===== config.mk =====
export PLATFORM = sky130hd
export DESIGN_NAME = dff_bank_arbiter
export DESIGN_NICKNAME = d
export VERILOG_FILES = /design/src/rtl/dff_arb_pkg.sv /design/src/rtl/dff_bank_arbiter_rr_pick.sv /design/src/rtl/dff_bank_arbiter.sv
export SDC_FILE = /design/constraint.sdc
export NUM_CORES = 1
export LEC_CHECK = 0
export CELL_PAD_IN_SITES_DETAIL_PLACEMENT = 0
export CELL_PAD_IN_SITES_GLOBAL_PLACEMENT = 1
export CORE_UTILIZATION = 31
export CTS_CLUSTER_DIAMETER = 60
export DETAILED_ROUTE_END_ITERATION = 12
export GPL_TIMING_DRIVEN = 0
export PLACE_DENSITY_LB_ADDON = 0.1
export SLEW_MARGIN = 5
export SYNTH_ARGS = -nofsm -noshare
export SYNTH_HDL_FRONTEND = slang
export SYNTH_SLANG_ARGS = --single-unit

===== constraint.sdc =====
create_clock -name clk -period 4.6 [get_ports clk]
set_input_delay 0.46 -clock clk [delete_from_list [all_inputs] [get_ports clk]]
set_output_delay 0.46 -clock clk [all_outputs]
set_load 0.03 [all_outputs]

===== src/rtl/dff_arb_pkg.sv =====
// Shared types and helpers for the round-robin register-bank arbiter.
// Grant vectors are built at MAX_NREQ width and truncated by the user.
package dff_arb_pkg;

    localparam int MAX_NREQ = 8;

    typedef enum logic {
        ST_IDLE  = 1'b0,
        ST_GRANT = 1'b1
    } state_t;

    function automatic int clog2(input int value);
        int bits;
        int rem;
        bits = 0;
        rem  = value - 1;
        while (rem > 0) begin
            bits++;
            rem = rem >> 1;
        end
        return bits;
    endfunction

    function automatic logic [MAX_NREQ-1:0] onehot(input int unsigned idx);
        return MAX_NREQ'(1) << idx;
    endfunction

endpackage


===== src/rtl/dff_bank_arbiter_rr_pick.sv =====
// Combinational round-robin picker: first set request bit at or after ptr,
// wrapping past the top requester back to index 0.
module rr_pick #(
    parameter int NREQ = 4,
    parameter int IW   = 2
) (
    input  logic [NREQ-1:0] req,
    input  logic [IW-1:0]   ptr,
    output logic            found,
    output logic [IW-1:0]   idx
);

    always_comb begin
        found = 1'b0;
        idx   = '0;
        for (int k = 0; k < NREQ; k++) begin
            if (!found && req[(int'(ptr) + k) % NREQ]) begin
                found = 1'b1;
                idx   = IW'((int'(ptr) + k) % NREQ);
            end
        end
    end

endmodule


===== src/rtl/dff_bank_arbiter.sv =====
// Round-robin arbiter and write sequencer for a shared WIDTH-bit register.
// One grantee at a time writes its lane into q, optionally for a locked burst.
module dff_bank_arbiter
    import dff_arb_pkg::*;
#(
    parameter int NREQ     = 4,
    parameter int WIDTH    = 8,
    parameter int MAX_HOLD = 4
) (
    input  logic                    clk,
    input  logic                    reset,
    input  logic [NREQ-1:0]         req,
    input  logic [NREQ-1:0]         lock,
    input  logic [NREQ*WIDTH-1:0]   wdata,
    output logic [NREQ-1:0]         gnt,
    output logic [WIDTH-1:0]        q,
    output logic                    wr_pulse,
    output logic [$clog2(NREQ)-1:0] owner,
    output logic                    busy
);

    localparam int IW = clog2(NREQ);
    localparam int HW = clog2(MAX_HOLD + 1);
    localparam logic [HW-1:0] HOLD_LAST = HW'(MAX_HOLD - 1);

    state_t          state;
    state_t          state_nxt;
    logic [IW-1:0]   ptr;
    logic [IW-1:0]   ptr_after;
    logic [HW-1:0]   hcnt;
    logic            pick_found;
    logic [IW-1:0]   pick_idx;
    logic            do_write;
    logic            extend;
    logic [WIDTH-1:0] lane_data;

    rr_pick #(
        .NREQ(NREQ),
        .IW  (IW)
    ) u_pick (
        .req  (req),
        .ptr  (ptr),
        .found(pick_found),
        .idx  (pick_idx)
    );

    always_ff @(posedge clk) begin
        if (!reset) begin
            state <= ST_IDLE;
        end else begin
            state <= state_nxt;
        end
    end

    always_comb begin
        state_nxt = state;
        case (state)
            ST_IDLE:  if (pick_found) state_nxt = ST_GRANT;
            ST_GRANT: if (!extend)    state_nxt = ST_IDLE;
            default:  state_nxt = ST_IDLE;
        endcase
    end

    // Only the current owner's req/lock/lane matter while granted.
    always_comb begin
        busy      = (state != ST_IDLE);
        do_write  = (state == ST_GRANT) && req[owner];
        extend    = do_write && lock[owner] && (hcnt < HOLD_LAST);
        lane_data = wdata[owner*WIDTH +: WIDTH];
        ptr_after = (owner == IW'(NREQ - 1)) ? '0 : owner + IW'(1);
    end

    always_ff @(posedge clk) begin
        if (!reset) begin
            gnt      <= '0;
            q        <= '0;
            wr_pulse <= 1'b0;
            owner    <= '0;
            ptr      <= '0;
            hcnt     <= '0;
        end else begin
            wr_pulse <= do_write;
            if (do_write) begin
                q <= lane_data;
            end
            case (state)
                ST_IDLE: begin
                    if (pick_found) begin
                        gnt   <= NREQ'(onehot(32'(pick_idx)));
                        owner <= pick_idx;
                        hcnt  <= '0;
                    end
                end
                ST_GRANT: begin
                    if (extend) begin
                        hcnt <= hcnt + HW'(1);
                    end else begin
                        gnt <= '0;
                        ptr <= ptr_after;
                    end
                end
                default: gnt <= '0;
            endcase
        end
    end

endmodule


==> impl_metrics.json <==
{
  "clock-root-buffer": "clkbuf_8",
  "cts_setup_buffers": 0,
  "static-leakage-power_nw": 0.7066,
  "critPathMaxFanout": 6,
  "vdd_drop_max_mv": 0.1220,
  "cts_tree": "yes",
  "hold_depth": 2,
  "hold_buffers": 0,
  "highest_layer": "met4",
  "worstHoldEndpoint": "gnt[0]",
  "min_from": "gnt[0]",
  "wl_met1_mm": 1.449,
  "dr.pass1.iters": 4,
  "syn-num-nets": 156,
  "critPathMaxStageDelay_ns": 0.57,
  "met2_length_mm": 1.533,
  "wire_per_inst_um": 14.37,
  "final_common_cell": "clkdlybuf4s50_1",
  "die_y_um": 63.40,
  "synthDistinctLibCells": 33,
  "die_area_um2": 4020,
  "path_delay_family": "buffers and inverters",
  "routed_wl_mm": 3.147,
  "drive_gt1_frac": 0.1503,
  "slew_viol_final": 0,
  "crit_slowest_cell": "mux4_2",
  "yosys_warnings": 0,
  "num_io_pins": 58,
  "clk_latency_ns": 0.25,
  "cts_inserted_buffers": 3,
  "worst_setup_path_start_kind": "input pin",
  "drc_errors": 0,
  "num_antenna_cells": 0,
  "final_nets": 218,
  "setup_viol_count_final": 0,
  "min_path_type": "reg2reg",
  "timing.hold.ws_ns": 0.4911,
  "grt_usage": 0.1662,
  "via_per_inst": 5.018,
  "vias": 1099,
  "drtAntennaViolNets": 0,
  "seq_area_frac_synth": 0.3597,
  "cts_resized": 0,
  "r2r_start": "owner[0]",
  "drv_cap": 0,
  "power_density_nw_per_um2": 262.4,
  "r2r_cells": 4,
  "setup-tns-final_ns": 0,
  "grt_pass1_vias": 1109,
  "path_class": "in2reg",
  "crit_buf_inv": 2,
  "period_share": 0.4118,
  "mostFrequentLayoutCells": "clkdlybuf4s50_1 (57), dfxtp_1 (21), nor2_1 (14)",
  "coreArea_um2": 3468,
  "worst_pin_slew_ns": 0.4589,
  "avgSynthCellArea_um2": 10.43,
  "rsz0062_at_grt": "no",
  "grt_remaining_overflow": 0,
  "netlist_area_um2": 1169,
  "post_dp_cell_area_um2": 1797,
  "gp_congestion": 0.8073,
  "antenna_found_initial": 0,
  "max_clock_freq_mhz": 527.9,
  "place.port_buffers": 57,
  "required_ns": 4.74,
  "fp.dieW_um": 63.40,
  "wl_met3_um": 152,
  "dp_hpwl_mm": 2.451,
  "status": "completed",
  "clk_pin_slew_ns": 0.07,
  "syn_to_final_growth_pct": 57.60,
  "fillers": 336,
  "clk_path_buf_depth": 2,
  "r2r-end": "q[6]",
  "cts.htree.levels": 1,
  "endpoint_kind": "register",
  "slew-limit-headroom": 0.6941,
  "synth-seq-cells": 21,
  "critical_path.cell_chain": "clkdlybuf4s50_1 > mux4_2 > and4_4 > buf_6 > a21oi_2 > nor3_2",
  "drt_iter0_drc": 14,
  "grt_max_degree": 12,
  "rrSetupSlack_ns": 2.93,
  "grt_pass1_wl_mm": 5.209,
  "initial_core_util": 0.3369,
  "cts_sinks": 21,
  "postLayoutCellArea_um2": 1842,
  "clock_skew_ns": 0.002817,
  "cp.arrival_ns": 2.03,
  "period_needed_ns": 1.894,
  "synthesis.instances": 112,
  "rows": 21,
  "hold_viol_final": 0
}
==> where the power goes <==
part	internal [mW]	switching, mW	total (mW)	leakage [nW]
clock	0.0615	0.0568	0.118	0.0228
combinational	0.0879	0.0753	0.163	0.512
sequential	0.194	0.00774	0.202	0.171
total	0.343	0.140	0.483	0.707
==> worst reg2reg max path, cell delays in order, from the launching register on <==
cell and delay [ns]:
dfxtp_1 0.43, buf_2 0.36, mux4_2 0.56, mux2i_1 0.15
nor2_1 0.06
==> state kept, by name, summed over array words and instances, names as in the netlist <==
| register | cells |
|---|---|
| busy | 1 |
| gnt | 4 |
| hcnt | 3 |
| owner | 2 |
| ptr | 2 |
| q | 8 |
| wr_pulse | 1 |
==> how the worst max path moves through the flow <==
| stage | startpoint | depth (start not counted) | slack, ns | to |
|---|---|---|---|---|
| 2_1_floorplan | owner[1] | 5 | 2.83 | hcnt[2] |
| 3_3_place_gp | req[1] | 6 | 2.46 | hcnt[2] |
| 3_5_place_dp | req[0] | 6 | 2.43 | hcnt[2] |
| 4_1_cts | owner[0] | 1 | 2.70 | owner[0] |
| 5_1_grt | req[0] | 6 | 2.64 | owner[1] |
| 6_report | req[0] | 6 | 2.71 | hcnt[2] |
==> per-layer routing <==
layer | up-vias | GRT usage
met5 | - | 0
met4 | 0 | 0.04261
met3 | 2 | 0.03080
met2 | 32 | 0.2859
met1 | 524 | 0.2112
li1 | 541 | -
==> cell usage after synthesis (all sizes together) <==
cell type	number	area, um2
nand4b	1	8.760
and3	1	6.260
a221oi	1	8.760
and4	1	11.26
mux2	1	11.26
a31oi	1	21.27
or2	3	18.77
nand3	9	45.04
and2	1	6.260
o31ai	2	15.01
mux2i	8	80.08
buf	3	21.27
inv	4	15.01
a21o	1	7.510
nor2b	1	6.260
ha	2	25.02
clkbuf	4	18.77
nor3	1	10.01
a21oi	4	23.77
nand4	1	6.260
mux4	10	225.2
dfxtp	21	420.4
nand2	6	30.03
nor2	14	52.55
nand2b	2	12.51
o21ai	4	20.01
o32ai	4	35.03
nor4	1	6.260
==> logic make-up (layout without fill, tap and decap cells) <==
kind of cell	count (synthesis)	after routing	synth area share
and+or+nand+nor	42	42	0.1885
AOI/OAI and AO/OA	17	17	0.1124
buffers and inverters	11	72	0.04711
DFF	21	21	0.3597
adders and majority gates	2	2	0.02141
muxes	19	19	0.2709
==> cell type report <==
| class | count | area (um2) | share of cell area |
|---|---|---|---|
| plain buffers | 7 | 40.04 | 0.02174 |
| well taps | 46 | 57.56 | 0.03125 |
| multi-input cells | 80 | 693.2 | 0.3764 |
| clock buffers | 4 | 45.04 | 0.02446 |
| repair buffers | 57 | 570.5 | 0.3098 |
| flip-flops and latches | 21 | 420.4 | 0.2283 |
| inverters | 4 | 15.01 | 0.008152 |
==> per-stage QoR <==
step           total power [mW]  setup slack [ns]  cells    util
2_1_floorplan            0.2973             2.834    112       -
3_3_place_gp             0.3677             2.461    215  0.5180
3_5_place_dp             0.3697             2.434    215  0.5180
4_1_cts                  0.4884             2.703    219  0.5310
5_1_grt                  0.5064             2.644    219  0.5310
6_report                 0.4833             2.706    219  0.5310
Note: power is estimated with default switching activity, not from simulation.
